===== config.mk =====
export PLATFORM = sky130hd
export DESIGN_NAME = serial_pattern_sched
export DESIGN_NICKNAME = d
export VERILOG_FILES = /design/src/rtl/serial_pattern_sched.sv
export SDC_FILE = /design/constraint.sdc
export NUM_CORES = 1
export LEC_CHECK = 0
export BUFFER_PORTS_ARGS = -buffer_cell sky130_fd_sc_hd__buf_2
export CAP_MARGIN = 20
export CORE_MARGIN = 2
export CORE_UTILIZATION = 40
export CTS_CLUSTER_SIZE = 12
export DETAILED_ROUTE_END_ITERATION = 10
export GPL_ROUTABILITY_DRIVEN = 0
export SLEW_MARGIN = 5
export SYNTH_ARGS = -nofsm -noshare
export SYNTH_HDL_FRONTEND = slang
export SYNTH_SLANG_ARGS = --single-unit

===== constraint.sdc =====
create_clock -name clk -period 2.2 [get_ports clk]
set_input_delay 0.66 -clock clk [delete_from_list [all_inputs] [get_ports clk]]
set_output_delay 0.66 -clock clk [all_outputs]
set_load 0.005 [all_outputs]

===== src/rtl/serial_pattern_sched.sv =====
// serial_pattern_sched: valid/ready word serializer feeding a Mealy pattern detector, returning per-word match count and mask
module serial_pattern_sched #(
  parameter int WORD_W = 8,
  parameter int PAT_W = 4,
  parameter int CNT_W = 4
) (
  input  logic              clk,
  input  logic              reset,
  input  logic              in_valid,
  output logic              in_ready,
  input  logic [WORD_W-1:0] in_data,
  input  logic [PAT_W-1:0]  pattern,
  input  logic              overlap,
  output logic              out_valid,
  input  logic              out_ready,
  output logic [CNT_W-1:0]  match_count,
  output logic [WORD_W-1:0] match_mask,
  output logic              busy,
  output logic              det_x,
  output logic              det_y
);
  localparam int FW = $clog2(PAT_W + 1);
  typedef enum logic [1:0] {IDLE, SHIFT, REPORT} state_t;
  state_t state, state_n;
  logic [WORD_W-1:0] data_q, bit_ptr;
  logic [PAT_W-1:0] pat_q, cand;
  logic [PAT_W-2:0] window;
  logic ovl_q;
  logic [FW-1:0] fill, fill_n;
  always_comb begin
    in_ready = state == IDLE;
    out_valid = state == REPORT;
    busy = state != IDLE;
    det_x = state == SHIFT ? data_q[WORD_W-1] : 1'b0;
    cand = {window, det_x};
    det_y = state == SHIFT && fill >= FW'(PAT_W - 1) && cand == pat_q;
    fill_n = det_y && !ovl_q ? '0 : fill == FW'(PAT_W) ? fill : fill + 1'b1;
    state_n = state;
    case (state)
      IDLE:    if (in_valid) state_n = SHIFT;
      SHIFT:   if (bit_ptr[0]) state_n = REPORT;
      REPORT:  if (out_ready) state_n = IDLE;
      default: state_n = IDLE;
    endcase
  end
  always_ff @(posedge clk or negedge reset) begin
    if (!reset) begin
      state <= IDLE;
      data_q <= '0;
      bit_ptr <= '0;
      pat_q <= '0;
      ovl_q <= 1'b0;
      window <= '0;
      fill <= '0;
      match_count <= '0;
      match_mask <= '0;
    end else begin
      state <= state_n;
      if (state == IDLE && in_valid) begin
        data_q <= in_data;
        pat_q <= pattern;
        ovl_q <= overlap;
        window <= '0;
        fill <= '0;
        match_count <= '0;
        match_mask <= '0;
        bit_ptr <= {1'b1, {(WORD_W-1){1'b0}}};
      end else if (state == SHIFT) begin
        data_q <= data_q << 1;
        bit_ptr <= bit_ptr >> 1;
        window <= cand[PAT_W-2:0];
        fill <= fill_n;
        if (det_y) begin
          match_mask <= match_mask | bit_ptr;
          match_count <= match_count == '1 ? match_count : match_count + 1'b1;
        end
      end
    end
  end
endmodule


==> summary.log, run 1 <==
INFO  run_status     run_status=complete, but fails checks
INFO  run_status     failing_checks=negative setup slack
INFO  layout         n_antenna_cell=0
INFO  synthesis      synthDistinctLibCells=33
INFO  cts            tritoncts=yes
INFO  floorplanning  die_w=71.74µm
INFO  cts            max-clock-path-buffers=2
INFO  synthesis      seq_area_frac_synth=55.90%
INFO  critical_path  timing.critical_path.slowest_stage_cell=dfrtp_1
INFO  global_route   number_of_antenna_violations_at_the_first_check_in_global_routing=0
INFO  place          port-buffer-count=33
INFO  place          dp_hpwl=2.644mm
INFO  power          p_clk_share=19.5%
INFO  timing         min_period_over_period=100.0%
INFO  layout         final_layout_size_suffix_gt1_share=27.31%
INFO  global_route   gr-total-overflow=0
INFO  place          dp_slack=160.3ps
INFO  timing         finalSetupViolCount=1
INFO  floorplanning  floorplan.die_area=5147µm²
INFO  synthesis      synth.avg_cell_area=10.14µm²
INFO  drt            drt_first_iter_violations=37
INFO  critical_path  startpoint_of_the_most_critical_setup_path=fill[0]$_DFFE_PN0P_
INFO  synthesis      synthDominantCellAreaShare=55.90%
INFO  timing         timing.setup.tns=-0.5160ps
INFO  synthesis      synthesis.instances=181
INFO  cts            clock_transition_time_at_the_flip_flop_clock_pins_of_the_worst_setup_and_hold_paths=80ps
INFO  run            drv.max_cap_violation_count=0
INFO  power          power.share.sequential=39.0%
INFO  critical_path  worstPathRequired=1540ps
INFO  critical_path  critical_setup_path_class=register to output port
INFO  drt            final_antenna_net_count=0
INFO  timing         finalHoldWorstSlack=306.5ps
INFO  synthesis      synthesis.yosys.warnings=0
INFO  drt            vias=1434
INFO  layout         nFillCells=398
INFO  cts            cts-root-buf=clkbuf_8
INFO  floorplanning  rows=24
INFO  drt            drt-total-wl=3.797mm
INFO  synthesis      syn-num-nets=202
INFO  cts            number_of_buffers_created_by_cts=5
INFO  synthesis      synth_async_sr_flop_share=100.0%
INFO  critical_path  critical_path.n_buffers_inverters=1
INFO  layout         post_layout_nonfiller_instances=279
INFO  power          netSwitchingPower=1.209mW
INFO  layout         fin_area=2266µm²
INFO  power          combinationalPowerShare=41.5%
INFO  floorplanning  pin_count=34
INFO  cts            cts.sink_count=41
INFO  timing         transition_time_of_the_tightest_slew_check_pin=518.0ps
INFO  place          dpl-instance-area=2098µm²
INFO  timing         maxSlewHeadroom=65.46%
INFO  critical_path  reg2reg_from=fill[0]$_DFFE_PN0P_
INFO  layout         nets=247
INFO  timing         maxSlewViolCount=0
INFO  floorplanning  dieHeight=71.74µm
INFO  synthesis      yosys.cell_count.top_type=nand2_1
INFO  critical_path  startpoint_type=register
INFO  drt            drcViolationCount=0
INFO  critical_path  cpLargestDelayFamily=flip-flops
INFO  critical_path  timing.critical_path.slowest_cell_delay=400ps
INFO  synthesis      yosysTopAreaCell=dfrtp_1
INFO  critical_path  cp_common_cell=ha_2
INFO  timing         hold_violations=0
INFO  timing         max_freq=454.4MHz
INFO  global_route   global_route.usage.total=16.12%
INFO  critical_path  critical_path_arrival=1540ps
INFO  power          p_leak=1.143nW
INFO  power          pd_cells=1406nW/µm²
INFO  power          switching_share=37.93%
INFO  power          vdd_ir_drop_max=0.4989mV
INFO  layout         area_growth_synth_to_finish=23.45%
INFO  drt            routedWlPerCell=13.61µm
INFO  power          cell_internal_pwr=1.978mW
INFO  synthesis      area_of_the_mapped_netlist=1836µm²
INFO  timing         grt_setup_unrepaired=yes
INFO  drt            1st_pass_router_iterations=5
INFO  timing         min_setup_slack_post_route=-0.5160ps
INFO  synthesis      ranking_of_synthesized_cells_by_instance_count=nand2_1 (59), dfrtp_1 (41), o21ai_0 (15)
INFO  critical_path  cp_max_fo=2
INFO  power          finalPower=3.186mW
INFO  global_route   global_route_wire_length_before_repair=6.403mm
INFO  global_route   grt_start_max_net_pins=23
INFO  synthesis      synth_top_flop_cell=dfrtp_1
INFO  cts            ctsHtreeMaxLevel=2
INFO  cts            holdBufCountCts=0
INFO  hold_path      hold_class=input port to async pin
INFO  floorplanning  floorplan.core_area=4384µm²
INFO  cts            later_pin_clock_latency_in_the_skew_report=300ps
INFO  critical_path  worst_setup_path_end_kind=output port
INFO  layout         finalCoreUtilization=51.68%
INFO  synthesis      synth_edf_count=0
INFO  drt            post_drt_via_cell_ratio=5.140
INFO  critical_path  path_cells=ha_2 -> ha_2 -> a211o_1 -> nand4_4 -> nor2_4 -> buf_2
INFO  timing         skew=9.461ps
INFO  place          place_inst=266
INFO  synthesis      yosys-top-cells-area=dfrtp_1 (56%), nand2_1 (12%), o21ai_0 (4.1%), a22o_1 (3.8%), a22oi_1 (2.9%)
INFO  global_route   via_count_of_the_first_global_routing_pass=1398
INFO  synthesis      synth_seq_cells=41
INFO  floorplanning  floorplan.initialDensity=41.87%
INFO  timing         final.min_clock_period=2201ps
cell usage in the layout (no fill, tap or decap), drive strengths merged:
master	n
o31ai	1
o311a	1
bufinv	1
a21o	1
or2b	1
a211oi	1
nor2	3
a31o	1
buf	45
nor3b	1
a211o	1
inv	7
a21oi	2
ha	4
xnor2	4
a22oi	7
nor3	4
and2b	2
a311oi	1
nand4	1
nand2	59
a22o	8
and3	1
nand3	1
clkbuf	7
and2	1
o21a	1
dfrtp	41
mux2i	4
o21ai	15
sequential cells by signal, indices dropped and copies added (netlist names):
register     flops
state            2
fill             3
match_mask       8
pat_q            4
data_q           8
ovl_q            1
match_count      4
bit_ptr          8
window           3
area by class of cell:
cell class                      instances  area (µm²)  area share (%)
Sequential cell                        41        1027           45.33
Multi-Input combinational cell        126       755.7           33.35
Timing Repair Buffer                   45       275.3           12.15
Clock buffer                            7       86.33           3.810
Tap cell                               52       65.06           2.871
Clock inverter                          1       30.03           1.325
Inverter                                7       26.28           1.160
what timing repair did:
action	4_1_cts	5_1_grt
resized for setup	3	2
pin swaps	4	1
endpoints found under the hold margin	0	0
setup endpoints to repair	2	2
gates cloned	0	0
setup buffers	3	2
final timing paths:
path                                             end  slack (ps)  cells past startpoint
max                                            det_y        -0.5                      6
min                             pat_q[1]$_DFFE_PN0P_         310                      1
max reg2reg                      fill[0]$_DFFE_PN0P_         520                      7
min reg2reg                    data_q[4]$_DFFE_PN0P_         490                      2
max in group asynchronous  match_mask[1]$_DFFE_PN0P_        1410                      2
min in group clk               data_q[4]$_DFFE_PN0P_         490                      2
cell families after synthesis:
family                     share of synthesized area [%]
adders and majority gates                          2.727
xor gates and xnor gates                           2.318
buffers and inverters                              3.204
muxes                                              2.181
and+or+nand+nor                                    18.41
DFF                                                55.90
AOI/OAI and AO/OA                                  15.27
metal layers:
metal  global-route usage (%)  part of all wire, %
met1                    20.60                   48
met2                    26.44                   46
met3                    4.782                  4.7
met4                    5.031                  1.3
met5                        0                    0
power by group through the flow:
| stage | clock network (mW) | logic [mW] | registers (mW) |
|---|---|---|---|
| 6_report | 0.622 | 1.32 | 1.24 |
| 3_3_place_gp | 0 | 1.22 | 1.26 |
| 5_1_grt | 0.670 | 1.49 | 1.28 |
| 3_5_place_dp | 0 | 1.23 | 1.27 |
| 2_1_floorplan | 0 | 0.881 | 1.22 |
| 4_1_cts | 0.635 | 1.30 | 1.24 |
Power figures use the tool's default switching activity.
==> run 2, diff against run 1 <==
Settings changed: CORE_MARGIN 2 to unset.
==> summary.log, run 2 (same netlist as run 1, synthesis figures left out) <==
INFO  run_status     run_status=complete, but fails checks
INFO  run_status     failing_checks=negative setup slack
INFO  critical_path  critical_setup_path_class=register to output port
INFO  critical_path  startpoint_type=register
INFO  floorplanning  rows=24 [unchanged]
INFO  place          dp_hpwl=2.633mm [-0.42%]
INFO  power          p_leak=1.128nW [-1.4%]
INFO  floorplanning  floorplan.die_area=4864µm² [-5.5%]
INFO  global_route   gr-total-overflow=0 [unchanged]
INFO  cts            ctsHtreeMaxLevel=2 [unchanged]
INFO  layout         n_antenna_cell=0 [unchanged]
INFO  timing         min_period_over_period=100.8% [+0.80 points]
INFO  cts            max-clock-path-buffers=2 [unchanged]
INFO  drt            vias=1445 [+0.77%]
INFO  floorplanning  floorplan.initialDensity=41.87% [unchanged]
INFO  layout         fin_area=2223µm² [-1.9%]
INFO  drt            drcViolationCount=0 [unchanged]
INFO  timing         min_setup_slack_post_route=-18.06ps [-17.55 ps]
INFO  timing         hold_violations=0 [unchanged]
INFO  critical_path  worst_setup_path_end_kind=output port
INFO  cts            cts.sink_count=41 [unchanged]
INFO  layout         final_layout_size_suffix_gt1_share=26.87% [-0.44 points]
INFO  drt            1st_pass_router_iterations=4 [-1]
INFO  hold_path      hold_class=input port to async pin
INFO  power          pd_cells=1358nW/µm² [-3.4%]
INFO  drt            post_drt_via_cell_ratio=5.179 [+0.77%]
INFO  cts            number_of_buffers_created_by_cts=5 [unchanged]
INFO  layout         nets=247 [unchanged]
INFO  drt            final_antenna_net_count=0 [unchanged]
INFO  floorplanning  floorplan.core_area=4384µm² [unchanged]
INFO  timing         max_freq=450.8MHz [-0.79%]
INFO  power          vdd_ir_drop_max=0.5612mV [+12%]
INFO  layout         largest_regs=bit_ptr (8), data_q (8), match_mask (8)
INFO  global_route   number_of_antenna_violations_at_the_first_check_in_global_routing=0 [unchanged]
INFO  layout         final_common_cell=nand2_1
INFO  critical_path  cp_max_fo=2 [unchanged]
INFO  floorplanning  die_w=69.74µm [-2.8%]
INFO  global_route   global_route.usage.total=17.53% [+1.4 points]
INFO  timing         final.min_clock_period=2218ps [+17.55 ps]
INFO  timing         transition_time_of_the_tightest_slew_check_pin=528.9ps [+10.85 ps]
INFO  layout         area_growth_synth_to_finish=21.13%
INFO  timing         finalSetupViolCount=1 [unchanged]
INFO  critical_path  r2r.worst_path.cells=9 [+2]
INFO  timing         maxSlewHeadroom=64.74% [-0.72 points]
INFO  cts            clock_transition_time_at_the_flip_flop_clock_pins_of_the_worst_setup_and_hold_paths=80ps [about the same]
INFO  cts            tritoncts=yes
INFO  place          dpl-instance-area=2098µm² [unchanged]
INFO  drt            routedWlPerCell=13.99µm [+2.8%]
INFO  place          place_inst=266 [unchanged]
INFO  timing         maxSlewViolCount=0 [unchanged]
INFO  floorplanning  pin_count=34 [unchanged]
INFO  critical_path  critical_path_arrival=1560ps [+20 ps]
INFO  drt            drt-total-wl=3.903mm [+2.8%]
INFO  global_route   via_count_of_the_first_global_routing_pass=1347 [-3.6%]
INFO  timing         skew=4.639ps [-4.821 ps]
INFO  layout         most-common-layout-cells=nand2_1 (59), dfrtp_1 (41), buf_2 (33), o21ai_0 (15), buf_4 (11)
INFO  run            drv.max_cap_violation_count=0 [unchanged]
INFO  global_route   global_route_wire_length_before_repair=6.603mm [+3.1%]
INFO  layout         finalCoreUtilization=50.71% [-0.97 points]
INFO  cts            later_pin_clock_latency_in_the_skew_report=290ps [about the same]
INFO  place          dp_slack=158.9ps [-1.459 ps]
INFO  layout         post_layout_nonfiller_instances=279 [unchanged]
INFO  cts            cts-root-buf=clkbuf_8
INFO  global_route   grt_start_max_net_pins=24 [+4.3%]
INFO  critical_path  worstPathRequired=1540ps [about the same]
INFO  timing         grt_setup_unrepaired=yes
INFO  drt            drt_first_iter_violations=61 [+65%]
INFO  place          port-buffer-count=33 [unchanged]
INFO  floorplanning  dieHeight=69.74µm [-2.8%]
run 2: cell types whose count changed in the layout (fill, tap and decap cells not counted):
cell       delta
buf_4         +1
buf_8         -1
bufinv_16     -1
clkbuf_8      -1
clkinv_2      +2
dfrtp_1       +1
dfrtp_2       -1
run 2: area by class of cell:
| type | count | area [µm²] |
|---|---|---|
| Fill cell | 423 | 2161 |
| Sequential cell | 41 | 1026 |
| Multi-Input combinational cell | 126 | 755.7 |
| Timing Repair Buffer | 45 | 267.8 |
| Clock buffer | 6 | 72.57 |
| Tap cell | 52 | 65.06 |
| Inverter | 7 | 26.28 |
| Clock inverter | 2 | 10.01 |
run 2: report_power, final:
group | leakage [nW] | internal [mW] | switching [mW]
logic | 0.546 | 0.555 | 0.749
clock network | 0.0450 | 0.220 | 0.252
registers | 0.537 | 1.03 | 0.213
total | 1.13 | 1.81 | 1.21
run 2: critical path: stages, from the launching register on:
cell	delay (ps)
dfrtp_1	400
ha_2	190
ha_2	160
a211o_1	260
nand4_4	90
nor2_4	50
buf_2	130
run 2: routing by layer:
metal / vias up / GRT usage (%) / routed length [µm]
li1: 706 / - / -
met1: 700 / 25.09 / 1910
met2: 32 / 26.11 / 1749
met3: 7 / 3.779 / 175
met4: 0 / 6.667 / 67
met5: - / 0 / 0
run 2: final timing paths:
| path | endpoint | start | slack (ps) |
|---|---|---|---|
| worst max-delay path | det_y | fill[0]$_DFFE_PN0P_ | -20 |
| worst min-delay path | pat_q[2]$_DFFE_PN0P_ | reset | 310 |
| worst max register to register | match_count[1]$_DFFE_PN0P_ | fill[1]$_DFFE_PN0P_ | 290 |
| worst min register to register | data_q[6]$_DFFE_PN0P_ | data_q[6]$_DFFE_PN0P_ | 480 |
| max in group asynchronous | data_q[3]$_DFFE_PN0P_ | reset | 1400 |
| min in group clk | data_q[6]$_DFFE_PN0P_ | data_q[6]$_DFFE_PN0P_ | 480 |
run 2: metrics by stage:
step | power (mW) | TNS, ps | hold WS [ps]
after floorplan | 2.098 | 0 | 364.4
after global placement | 2.485 | 0 | 463.1
after detailed placement | 2.510 | 0 | 467.4
after CTS | 3.043 | -73.34 | 318.0
after global routing | 3.275 | -74.22 | 328.1
final | 3.020 | -18.06 | 311.2
run 2: repair_timing:
item,CTS,global route
buffers inserted,4,1
setup endpoints to repair,1,1
hold buffers,0,0
endpoints found under the hold margin,0,0
pin swaps,4,3
gates cloned,0,0
gates resized for setup,2,0
